==> src/rtl/rgen_pkg.sv <==
// Shared types and constants for the register-block response path.
// Latency: n/a (types, constants and a pure helper function only).
// Backpressure: n/a.
package rgen_pkg;

  // Bit positions inside the 3-bit response status.
  localparam int SLAVE_ERROR  = 0;
  localparam int DECODE_ERROR = 1;
  localparam int EXOKAY       = 2;

  typedef logic [2:0] rgen_status_t;

  typedef enum logic [1:0] {
    IDLE    = 2'd0,
    WAIT    = 2'd1,
    RESPOND = 2'd2
  } rgen_response_state_t;

  // Build a status word; exclusive-okay is never reported by this block.
  function automatic rgen_status_t rgen_status(input logic decode_err, input logic slave_err);
    rgen_status_t s;
    s               = '0;
    s[EXOKAY]       = 1'b0;
    s[DECODE_ERROR] = decode_err;
    s[SLAVE_ERROR]  = slave_err;
    return s;
  endfunction

endpackage

==> src/rtl/rgen_onehot_mux.sv <==
// AND-OR selection of one WIDTH-bit slice out of ENTRIES packed slices.
// Latency: purely combinational.
// Backpressure: none; multiple select bits OR their slices together.
module rgen_onehot_mux #(
  parameter int WIDTH   = 32,
  parameter int ENTRIES = 1
) (
  input  logic [ENTRIES-1:0]       sel_i,
  input  logic [ENTRIES*WIDTH-1:0] data_i,
  output logic [WIDTH-1:0]         data_o
);

  // OR together every slice whose select bit is set.
  always_comb begin
    data_o = '0;
    for (int j = 0; j < ENTRIES; j++) begin
      data_o = data_o | (data_i[j*WIDTH +: WIDTH] & {WIDTH{sel_i[j]}});
    end
  end

endmodule

==> src/rtl/rgen_response_collector.sv <==
// Collects one command's response from the register slices; returns data + status.
// Latency: 1 cycle minimum after acceptance, more for wait states, bounded by timeout.
// Backpressure: response held stable until i_response_ready; no new command until after the handshake.
module rgen_response_collector
  import rgen_pkg::*;
#(
  parameter int DATA_WIDTH      = 32,
  parameter int TOTAL_REGISTERS = 1,
  parameter int TIMEOUT_CYCLES  = 0
) (
  input  logic                                  clk,
  input  logic                                  rst_n,
  input  logic                                  i_command_valid,
  input  logic                                  i_command_write,
  input  logic [TOTAL_REGISTERS-1:0]            i_register_select,
  input  logic [TOTAL_REGISTERS-1:0]            i_register_ready,
  input  logic [TOTAL_REGISTERS-1:0]            i_register_error,
  input  logic [TOTAL_REGISTERS*DATA_WIDTH-1:0] i_register_read_data,
  output logic                                  o_response_valid,
  input  logic                                  i_response_ready,
  output logic [DATA_WIDTH-1:0]                 o_read_data,
  output logic [2:0]                            o_status
);

  // Counter only has to reach TIMEOUT_CYCLES-1; it saturates instead of wrapping.
  localparam int CNT_W_RAW   = $clog2(TIMEOUT_CYCLES + 1);
  localparam int CNT_W       = (CNT_W_RAW < 1) ? 1 : CNT_W_RAW;
  localparam int CNT_LAST_I  = (TIMEOUT_CYCLES == 0) ? 0 : TIMEOUT_CYCLES - 1;
  localparam logic [CNT_W-1:0] CNT_LAST = CNT_W'(CNT_LAST_I);
  localparam logic [CNT_W-1:0] CNT_MAX  = '1;
  localparam logic [CNT_W-1:0] CNT_ONE  = CNT_W'(1);

  rgen_response_state_t  state_q, state_d;
  logic [CNT_W-1:0]      cnt_q, cnt_d;
  logic                  valid_q, valid_d;
  logic [DATA_WIDTH-1:0] data_q, data_d;
  rgen_status_t          status_q, status_d;

  logic                  hit;
  logic                  multi;
  logic                  sel_ready;
  logic                  sel_error;
  logic [DATA_WIDTH-1:0] sel_data;
  logic                  timeout_hit;
  logic [DATA_WIDTH-1:0] cap_data;
  rgen_status_t          cap_status;

  rgen_onehot_mux #(.WIDTH(DATA_WIDTH), .ENTRIES(TOTAL_REGISTERS)) u_data_mux (
    .sel_i  (i_register_select),
    .data_i (i_register_read_data),
    .data_o (sel_data)
  );

  rgen_onehot_mux #(.WIDTH(1), .ENTRIES(TOTAL_REGISTERS)) u_ready_mux (
    .sel_i  (i_register_select),
    .data_i (i_register_ready),
    .data_o (sel_ready)
  );

  // Error only counts when the same slice also signals ready.
  rgen_onehot_mux #(.WIDTH(1), .ENTRIES(TOTAL_REGISTERS)) u_error_mux (
    .sel_i  (i_register_select),
    .data_i (i_register_ready & i_register_error),
    .data_o (sel_error)
  );

  // Decode checks, timeout compare and the response captured on a ready slice.
  always_comb begin
    hit         = |i_register_select;
    multi       = |(i_register_select & (i_register_select - TOTAL_REGISTERS'(1)));
    // cnt_q is zero in IDLE, so TIMEOUT_CYCLES=1 fires in the acceptance cycle.
    timeout_hit = (TIMEOUT_CYCLES != 0) && (cnt_q == CNT_LAST);
    cap_status  = rgen_status(1'b0, sel_error);
    cap_data    = (!i_command_write && !sel_error) ? sel_data : '0;
  end

  // Next-state and registered-output logic.
  always_comb begin
    state_d  = state_q;
    cnt_d    = cnt_q;
    valid_d  = valid_q;
    data_d   = data_q;
    status_d = status_q;
    unique case (state_q)
      IDLE: begin
        if (i_command_valid) begin
          if (!hit) begin
            state_d  = RESPOND;
            valid_d  = 1'b1;
            data_d   = '0;
            status_d = rgen_status(1'b1, 1'b0);
          end else if (multi) begin
            state_d  = RESPOND;
            valid_d  = 1'b1;
            data_d   = '0;
            status_d = rgen_status(1'b0, 1'b1);
          end else if (sel_ready) begin
            state_d  = RESPOND;
            valid_d  = 1'b1;
            data_d   = cap_data;
            status_d = cap_status;
          end else if (timeout_hit) begin
            state_d  = RESPOND;
            valid_d  = 1'b1;
            data_d   = '0;
            status_d = rgen_status(1'b0, 1'b1);
          end else begin
            state_d = WAIT;
            cnt_d   = CNT_ONE;
          end
        end
      end
      WAIT: begin
        if (!i_command_valid) begin
          // Host withdrew the command: drop it silently.
          state_d = IDLE;
          cnt_d   = '0;
        end else if (sel_ready) begin
          state_d  = RESPOND;
          cnt_d    = '0;
          valid_d  = 1'b1;
          data_d   = cap_data;
          status_d = cap_status;
        end else if (timeout_hit) begin
          state_d  = RESPOND;
          cnt_d    = '0;
          valid_d  = 1'b1;
          data_d   = '0;
          status_d = rgen_status(1'b0, 1'b1);
        end else if (cnt_q != CNT_MAX) begin
          cnt_d = cnt_q + CNT_ONE;
        end
      end
      RESPOND: begin
        if (i_response_ready) begin
          state_d  = IDLE;
          cnt_d    = '0;
          valid_d  = 1'b0;
          data_d   = '0;
          status_d = '0;
        end
      end
      default: begin
        state_d  = IDLE;
        cnt_d    = '0;
        valid_d  = 1'b0;
        data_d   = '0;
        status_d = '0;
      end
    endcase
  end

  // State, counter and response registers.
  always_ff @(posedge clk or negedge rst_n) begin
    if (!rst_n) begin
      state_q  <= IDLE;
      cnt_q    <= '0;
      valid_q  <= 1'b0;
      data_q   <= '0;
      status_q <= '0;
    end else begin
      state_q  <= state_d;
      cnt_q    <= cnt_d;
      valid_q  <= valid_d;
      data_q   <= data_d;
      status_q <= status_d;
    end
  end

  assign o_response_valid = valid_q;
  assign o_read_data      = data_q;
  assign o_status         = status_q;

endmodule

==> config.mk <==
export PLATFORM = sky130hd
export DESIGN_NAME = rgen_response_collector
export DESIGN_NICKNAME = d
export VERILOG_FILES = /design/src/rtl/rgen_pkg.sv /design/src/rtl/rgen_onehot_mux.sv /design/src/rtl/rgen_response_collector.sv
export SDC_FILE = /design/constraint.sdc
export NUM_CORES = 1
export LEC_CHECK = 0
export CAP_MARGIN = 20
export CORE_ASPECT_RATIO = 2
export CORE_MARGIN = 3
export CORE_UTILIZATION = 30
export CTS_CLUSTER_SIZE = 40
export DETAILED_ROUTE_END_ITERATION = 8
export GPL_TIMING_DRIVEN = 1
export HOLD_SLACK_MARGIN = 0.03
export PLACE_DENSITY_LB_ADDON = 0.15
export REMOVE_ABC_BUFFERS = 1
export SKIP_LAST_GASP = 1
export SLEW_MARGIN = 20
export SYNTH_ARGS = -nofsm -noshare
export SYNTH_HDL_FRONTEND = slang
export SYNTH_HIERARCHICAL = 1
export SYNTH_SLANG_ARGS = --single-unit
==> constraint.sdc <==
create_clock -name clk -period 4.4 [get_ports clk]
set_clock_uncertainty 0.15 [all_clocks]
set_input_delay 0.66 -clock clk [delete_from_list [all_inputs] [get_ports clk]]
set_output_delay 0.66 -clock clk [all_outputs]
set_load 0.05 [all_outputs]
== Yosys cells after proc, flatten, opt, wreduce, memory -nomap -nowiden ==
Cells that the tools add are included.
Storage, ports and cells
  output and inout bits: 36
  word-level logic and storage cells: 52
  input bits: 40
  flip-flop bits (word level): 38
Operators by class
  equal/unequal tests: 6
  bitwise operators: 5
  add/subtract/negate cells: 1
  mux-type cells: 30
  reduce and logical (&&, ||, !) cells: 6
Operator list (count)
  32-bit 2-to-1 mux: 7
  32-bit case mux with 3 select lines: 1
  32-bit bitwise AND: 1
  3-bit 2-to-1 mux: 6
  2-bit 2-to-1 mux: 7
  3-bit case mux with 3 select lines: 1
  1-bit 2-to-1 mux: 6
  2-bit != test, second input constant: 3
  2-bit case mux with 3 select lines: 1
  3-bit AND reduction: 2
  1-bit bitwise AND: 4
  3-bit != test, second input constant: 1
  1-bit case mux with 3 select lines: 1
  2-bit by 1-bit == test with 1-bit output, second input constant: 1
  2-bit == test, second input constant: 1
  1-bit logical NOT: 2
  2-bit logical NOT: 1
  1-bit logical AND: 1
  1-bit subtractor, second input constant: 1

== Depth between registers and ports, before layout ==
Gate-level depths: netlist of run 1.
  depth after elaboration: 10
  depth in mapped cells: 7

== Cells and area by module ==
Netlist of run 1, hierarchy kept.
By module, submodules not included
  rgen_response_collector: times used 1, area an instance 1505.2 sq um, cells each 105
  rgen_onehot_mux at u_data_mux: times used 1, area an instance 255.2 sq um, cells each 35
  rgen_onehot_mux at u_error_mux ...: times used 2, area an instance 6.3 sq um, cells each 1

== Worst setup path before layout of run 1 ==
OpenSTA, ideal clock, no wires.
  path kind: input to register
  start point: in i_register_ready
  end point: reg data_q[0] (netlist: o_read_data[0])
  setup slack: 2.488 ns
  cell stages on the path: 6
  required time: 4.128 ns
  data arrival time: 1.641 ns
  buffers on the path: 2
  path through: and2_1 > o21ba_1 > or2_1 > buf_6 > buf_8 > a32o_1
Between the ends
  cells in the longest elaborated chain, start to end: 10
RTL lines
  start, declared: line rgen_response_collector.sv:16  | input logic [TOTAL_REGISTERS-1:0] i_register_ready,
  1-bit bitwise AND: line rgen_response_collector.sv:63  | .data_i (i_register_ready & i_register_error),
  1-bit bitwise AND: line rgen_onehot_mux.sv:17  | data_o = data_o | (data_i[j*WIDTH +: WIDTH] & {WIDTH{sel_i[j]}});
  1-bit logical NOT: line rgen_response_collector.sv:74  | cap_data = (!i_command_write && !sel_error) ? sel_data : '0;
  1-bit logical AND: line rgen_response_collector.sv:74
  32-bit 2-to-1 mux: line rgen_response_collector.sv:74
  32-bit 2-to-1 mux (*): line rgen_response_collector.sv:97, rgen_response_collector.sv:118
  32-bit 2-to-1 mux: line rgen_response_collector.sv:92  | end else if (multi) begin
  32-bit 2-to-1 mux: line rgen_response_collector.sv:87  | if (!hit) begin
  32-bit 2-to-1 mux: line rgen_response_collector.sv:86  | if (i_command_valid) begin
  32-bit case mux with 3 select lines (*): line rgen_response_collector.sv:84  | unique case (state_q)
  end signal, assigned: line rgen_response_collector.sv:165  | data_q <= data_d;
  end, declared: line rgen_response_collector.sv:36  | logic [DATA_WIDTH-1:0] data_q, data_d;
Mark *: on every way between the ends. The rest lies on a longest branch, timed or not. The select of a mux whose other input is x is not followed.
A chain may end at the register's enable or synchronous reset.

== Worst setup path after layout of run 1 ==
  start point: in i_register_select
  end point: reg data_q[3] (netlist: o_read_data[3])
RTL lines
  start, declared: line rgen_response_collector.sv:15  | input logic [TOTAL_REGISTERS-1:0] i_register_select,
  1-bit bitwise AND (*): line rgen_onehot_mux.sv:17
  named net sel_ready: line rgen_response_collector.sv:41  | logic sel_ready;
  32-bit 2-to-1 mux (*): line rgen_response_collector.sv:97, rgen_response_collector.sv:118
  32-bit 2-to-1 mux: line rgen_response_collector.sv:92
  32-bit 2-to-1 mux: line rgen_response_collector.sv:87
  32-bit 2-to-1 mux: line rgen_response_collector.sv:86
  32-bit case mux with 3 select lines (*): line rgen_response_collector.sv:84
Mark *: on every way through the listed nets, which the timed path passes. The rest lies on a longest branch. The select of a mux whose other input is x is not followed.

==> reports/qor.csv, run 1 <==
metric;value;unit
I/O Pins;76;
Final Hold Viols;0;
Synth-to-Final Area Change;50.5;%
simple-gate share of the synthesized area;18.7;%
sequential share of power;40.9;%
worst skew pair latency;270;ps
Root Buffer;clkbuf_16;
Final ANT Viol Nets;0;
Sw Share;27.2;%
post-synthesis mux area share;0;%
worst endpoint required time;4410;ps
count leader, synth;dfrtp_1;
grt total ovfl;0;
Synth top cells by count;dfrtp_1 (38), a32o_1 (32), and2_2 (32), and3_1 (4), buf_2 (4);
Detailed Routing Iterations Pass 1;4;
warnings from Yosys;6;
largest net degree at the start of global routing;39;
Yosys cell types;25;
Core Region;5710;µm²
Worst R2R Setup Slack;2540;ps
post-CTS setup buffers;0;
Min Hold Slack;345;ps
H-tree levels;2;
RSZ-0062 raised after global routing;false;
Die Area;6920;µm²
Post-Synth Adder-Cell Area;0;%
worst slew pin tran;846;ps
crit path max fanout;38;
CTS tree;done;
Crit Path Category;in -> reg;
Tot GR Track Use;14.7;%
Die Wd;60.4;µm
end of the worst register-to-register path;o_read_data[5];
FF-to-FF Start;state_q[0];
Crit path arrival time;2690;ps
status;finished clean;
Post-CTS Hold Buffers;0;
antenna cells;0;
first-pass GRT wire length;7760;µm
Comb power frac;20.5;%
Mapped Avg Cell Area;12.5;µm²
largest cells by area after synthesis;dfrtp_1 (54%), a32o_1 (18%), and2_2 (14%);
largest family of logic cells by synthesized area;compound AO/OA/AOI/OAI gates;
hpwl dp;3260;µm
Clk pwr share;38.6;%
cts repair resizes;0;
Synth top area share;53.6;%
DRT iter0 DRCs;56;
final number of setup-violating endpoints;0;
routed wire length;4670;µm
Post-Syn Instances;142;
Reg clk slew, reported paths;60;ps
register area;951;µm²
sequential area share after synthesis;53.6;%
Power Density;345;nW/µm²
multi-input logic area;717;µm²
Post-synth EDFFs;0;
Synth async-reset ratio;100;%
RD Place Congestion;0.725;
setup TNS;0;ps
hold crit path type;in -> async;
Synth area leader;dfrtp_1;
Net Sw Power;250;µW
WL/cell;17.0;µm
CTS Buffer Depth;2;
Top FF cell, synth;dfrtp_1;
Slew Viols, Final;0;
Final nets;253;
initial antenna violation count;0;
DR vias/cell;5.25;
Sink Count;38;
XOR/XNOR share of the synthesized area;0;%
CTS Buf Count;5;
Post-Syn Area;1770;µm²
vias in the first global route;1536;
#FFs+latches synth;38;
port buffer count;75;
Max Fclk;373;MHz
internal power;670;µW
std cell rows;39;
via count;1444;
Slew headroom;43.6;%
min cycle time layout;2680;ps
layout cells sized above 1;21.0;%
final worst-path cycle share;61.0;%
Initial Util;31.1;%
Leakage;1.14;nW
Die H;115;µm
Critical Path Sink Type;flip-flop;
peak supply drop;0.272;mV
FILL cells;548;
worst reg-to-reg path cell count;3;
max-cap violations;0;
startpoint types;input pin;
Synth Area in Compound Gates;21.5;%
DRC Markers;0;
[flip-flops by register name, indices dropped and copies added (netlist names)]
signal	flops
o_response_valid	1
o_read_data	32
o_status	3
state_q	2
[cells in the final DEF, fill, tap and decap left out, drive strengths merged, types with 2 or more instances in the layout]
master / Yosys / routed
a32o: 32 / 32
and2: 35 / 35
and3: 4 / 4
buf: 8 / 4
clkbuf: 6 / 7
clkdlybuf4s50: 0 / 74
dfrtp: 38 / 38
inv: 2 / 2
nand2: 2 / 2
nor2: 2 / 2
o21ai: 3 / 3
or2: 2 / 2
[how the worst max path moves through the flow]
stage          slack [ps]              end               from  cells past startpoint
3_3_place_gp         1240   o_read_data[3]  i_register_select                      6
2_1_floorplan        2090   o_read_data[0]   i_response_ready                      2
4_1_cts              1430  o_read_data[28]  i_register_select                      6
6_report             1720   o_read_data[3]  i_register_select                      7
5_1_grt              1600  o_read_data[18]  i_register_select                      7
3_5_place_dp         1150  o_read_data[28]  i_register_select                      6
[worst max-delay path, cell delays in order]
cell,delay [ps]
clkdlybuf4s50_1,450
buf_4,290
and2_1,210
o21ba_1,160
or2_1,340
buf_4,280
a32o_1,280
[kinds of logic (layout without fill, tap and decap cells)]
kind of cell,count (synthesis),after routing
simple gates,48,48
compound gates,40,40
flops,38,38
buf+inv,16,88
[metal layers]
layer	track usage [%]	up-vias	share of wire, %
li1	-	668	-
met3	2.71	6	5.3
met2	25.9	54	56
met4	5.33	0	1.7
met1	17.0	716	37
met5	0	-	0
[power groups by stage]
stage,clock [mW],sequential [mW],combinational [mW]
finish,0.355,0.377,0.189
floorplan,0,0.426,0.0519
global route,0.380,0.379,0.203
global placement,0,0.383,0.186
CTS,0.365,0.377,0.191
detailed placement,0,0.382,0.190
[metrics by stage]
| step | worst slack [ps] | power [mW] | instances | area, µm² | utilization [%] |
|---|---|---|---|---|---|
| finish | 1720 | 0.921 | 275 | 2670 | 46.7 |
| global route | 1600 | 0.962 | 275 | 2670 | 46.7 |
| CTS | 1430 | 0.933 | 275 | 2670 | 46.7 |
| detailed placement | 1150 | 0.572 | 267 | 2520 | 44.1 |
| global placement | 1240 | 0.569 | 267 | 2520 | 44.1 |
| floorplan | 2090 | 0.478 | 128 | 1670 | - |
[cell type report]
cell class              instances  share of cell area, %
flip-flops and latches         38                   35.6
well taps                      61                   2.86
repair buffers                 78                   28.8
multi-input cells              88                   26.9
inverters                       2                  0.281
clock inverters                 1                  0.188
clock buffers                   7                   5.35
Note: power is estimated with default switching activity, not from simulation.
==> run 2: changes to the inputs <==
Clock period 4.4 ns to 2.15 ns, I/O delays scaled along.
==> reports/qor.csv, run 2 (synthesis gave the netlist of run 1 again) <==
metric;value;unit;change
status;finished clean;;unchanged
startpoint types;flip-flop;;was input pin
DR vias/cell;5.24;;was 5.25
Root Buffer;clkbuf_16;;unchanged
most frequent cells in the layout;clkdlybuf4s50_1 (74), dfrtp_1 (38), a32o_1 (32), and2_2 (32), buf_4 (7);;was clkdlybuf4s50_1 (74), dfrtp_1 (38), a32o_1 (32), and2_2 (32), clkbuf_16 (5)
Tot GR Track Use;15.2;%;was 14.7%
slowest CP cell;clkdlybuf4s50_1;;unchanged
CP Cell Sequence;clkdlybuf4s50_1;;was clkdlybuf4s50_1, buf_4, and2_1, o21ba_1, or2_1, buf_4, a32o_1
RSZ-0062 raised after global routing;false;;unchanged
internal power;1.35;mW;was 670 µW
Die H;115;µm;unchanged
Min Hold Slack;12.2;ps;was 345 ps
final number of setup-violating endpoints;0;;unchanged
vias in the first global route;1637;;was 1536
Final nets;259;;was 253
min cycle time layout;1950;ps;
final worst-path cycle share;90.5;%;
Leakage;1.17;nW;was 1.14 nW
Final Hold Viols;0;;unchanged
max reg flops;32;;unchanged
worst skew pair latency;280;ps;was 270 ps
peak supply drop;0.740;mV;was 0.272 mV
initial antenna violation count;0;;unchanged
Sw Share;27.3;%;was 27.2%
CTS tree;done;;unchanged
Sink Count;38;;unchanged
DRT iter0 DRCs;59;;was 56
total chip power;1.86;mW;was 921 µW
Critical Path Sink Type;output port;;was flip-flop
layout cells sized above 1;21.9;%;was 21.0%
setup TNS;0;ps;unchanged
Crit path arrival time;1470;ps;was 2690 ps
routed wire length;4860;µm;was 4670 µm
Crit Path Category;reg -> out;;was in -> reg
antenna cells;0;;unchanged
cts repair resizes;0;;unchanged
Worst path depth;1;;was 7
Max Fclk;514;MHz;
largest net degree at the start of global routing;39;;unchanged
Die Wd;60.4;µm;unchanged
Initial Util;31.1;%;unchanged
Post-CTS Hold Buffers;0;;unchanged
CTS Buf Count;5;;unchanged
Final ANT Viol Nets;0;;unchanged
worst reg-to-reg path cell count;4;;was 3
hpwl dp;3470;µm;was 3260 µm
first-pass GRT wire length;7780;µm;was 7760 µm
grt total ovfl;0;;unchanged
Slowest Stage Delay on Critical Path;820;ps;was 450 ps
std cell rows;39;;unchanged
max-cap violations;0;;unchanged
CP delay by family, top;buffers and inverters;;unchanged
hold crit path type;in -> async;;unchanged
Die Area;6920;µm²;unchanged
WL/cell;17.3;µm;was 17.0 µm
crit path max fanout;3;;was 38
RD Place Congestion;0.689;;was 0.725
port buffer count;75;;unchanged
Slew headroom;42.1;%;was 43.6%
Power Density;682;nW/µm²;was 345 nW/µm²
Net Sw Power;507;µW;was 250 µW
Buf/Inv on CP;1;;was 3
Synth-to-Final Area Change;53.5;%;was 50.5%
CTS Buffer Depth;2;;unchanged
worst endpoint required time;1680;ps;was 4410 ps
Core Util, Final;47.7;%;was 46.7%
worst slew pin tran;869;ps;was 846 ps
DRC Markers;0;;unchanged
Core Region;5710;µm²;unchanged
I/O Pins;76;;unchanged
Slew Viols, Final;0;;unchanged
Clk pwr share;36.7;%;was 38.6%
via count;1468;;was 1444
FF-to-FF Start;state_q[0];;unchanged
Reg clk slew, reported paths;50;ps;was 60 ps
end of the worst register-to-register path;o_read_data[21];;was o_read_data[5]
most common cell after layout, fill and taps aside;clkdlybuf4s50_1;;unchanged
Detailed Routing Iterations Pass 1;4;;unchanged
H-tree levels;2;;unchanged
Worst R2R Setup Slack;520;ps;was 2540 ps
sequential share of power;41.5;%;was 40.9%
post-CTS setup buffers;0;;unchanged
Comb power frac;21.8;%;was 20.5%
## run 2: cell count changes in the layout (fill, tap and decap cells not counted)
| cell | previous run | this run |
|---|---|---|
| and3_1 | 3 | 4 |
| and3_2 | 1 | 0 |
| buf_12 | 0 | 2 |
| buf_4 | 3 | 7 |
| clkbuf_1 | 1 | 2 |
| clkbuf_8 | 1 | 0 |
| clkinv_2 | 1 | 0 |
## run 2: routing by layer
| metal | GRT usage [%] | wire length [µm] | vias to the layer above |
|---|---|---|---|
| met5 | 0 | 0 | - |
| met4 | 6.21 | 74 | 0 |
| met3 | 4.06 | 293 | 4 |
| met2 | 27.4 | 2730 | 48 |
| met1 | 15.8 | 1760 | 734 |
| li1 | - | - | 682 |
## run 2: final cells by class
| type | instances | area [µm²] |
|---|---|---|
| fillers | 540 | 2990 |
| flip-flops and latches | 38 | 951 |
| repair buffers | 84 | 838 |
| multi-input cells | 88 | 716 |
| clock buffers | 7 | 133 |
| well taps | 61 | 76.3 |
| inverters | 2 | 7.51 |
## run 2: power by group through the flow
stage	registers (mW)	logic [mW]	clock network [mW]
floorplan	0.873	0.106	0
global placement	0.783	0.398	0
detailed placement	0.783	0.408	0
CTS	0.772	0.409	0.709
global route	0.776	0.434	0.740
finish	0.772	0.404	0.681
## run 2: stage by stage
stage | cells | area [µm²] | setup slack [ps]
global route | 280 | 2720 | 151
global placement | 273 | 2590 | 50.9
floorplan | 128 | 1670 | 73.8
detailed placement | 273 | 2590 | 4.66
CTS | 280 | 2720 | 196
finish | 280 | 2720 | 204
## run 2: worst max-delay path by stage
stage                       from              end  slack [ps]
2_1_floorplan         state_q[0]   o_read_data[0]          70
3_3_place_gp   i_register_select   o_read_data[4]          50
3_5_place_dp   i_register_select  o_read_data[23]           5
4_1_cts              o_status[1]      o_status[1]         200
5_1_grt              o_status[1]      o_status[1]         150
6_report             o_status[1]      o_status[1]         200
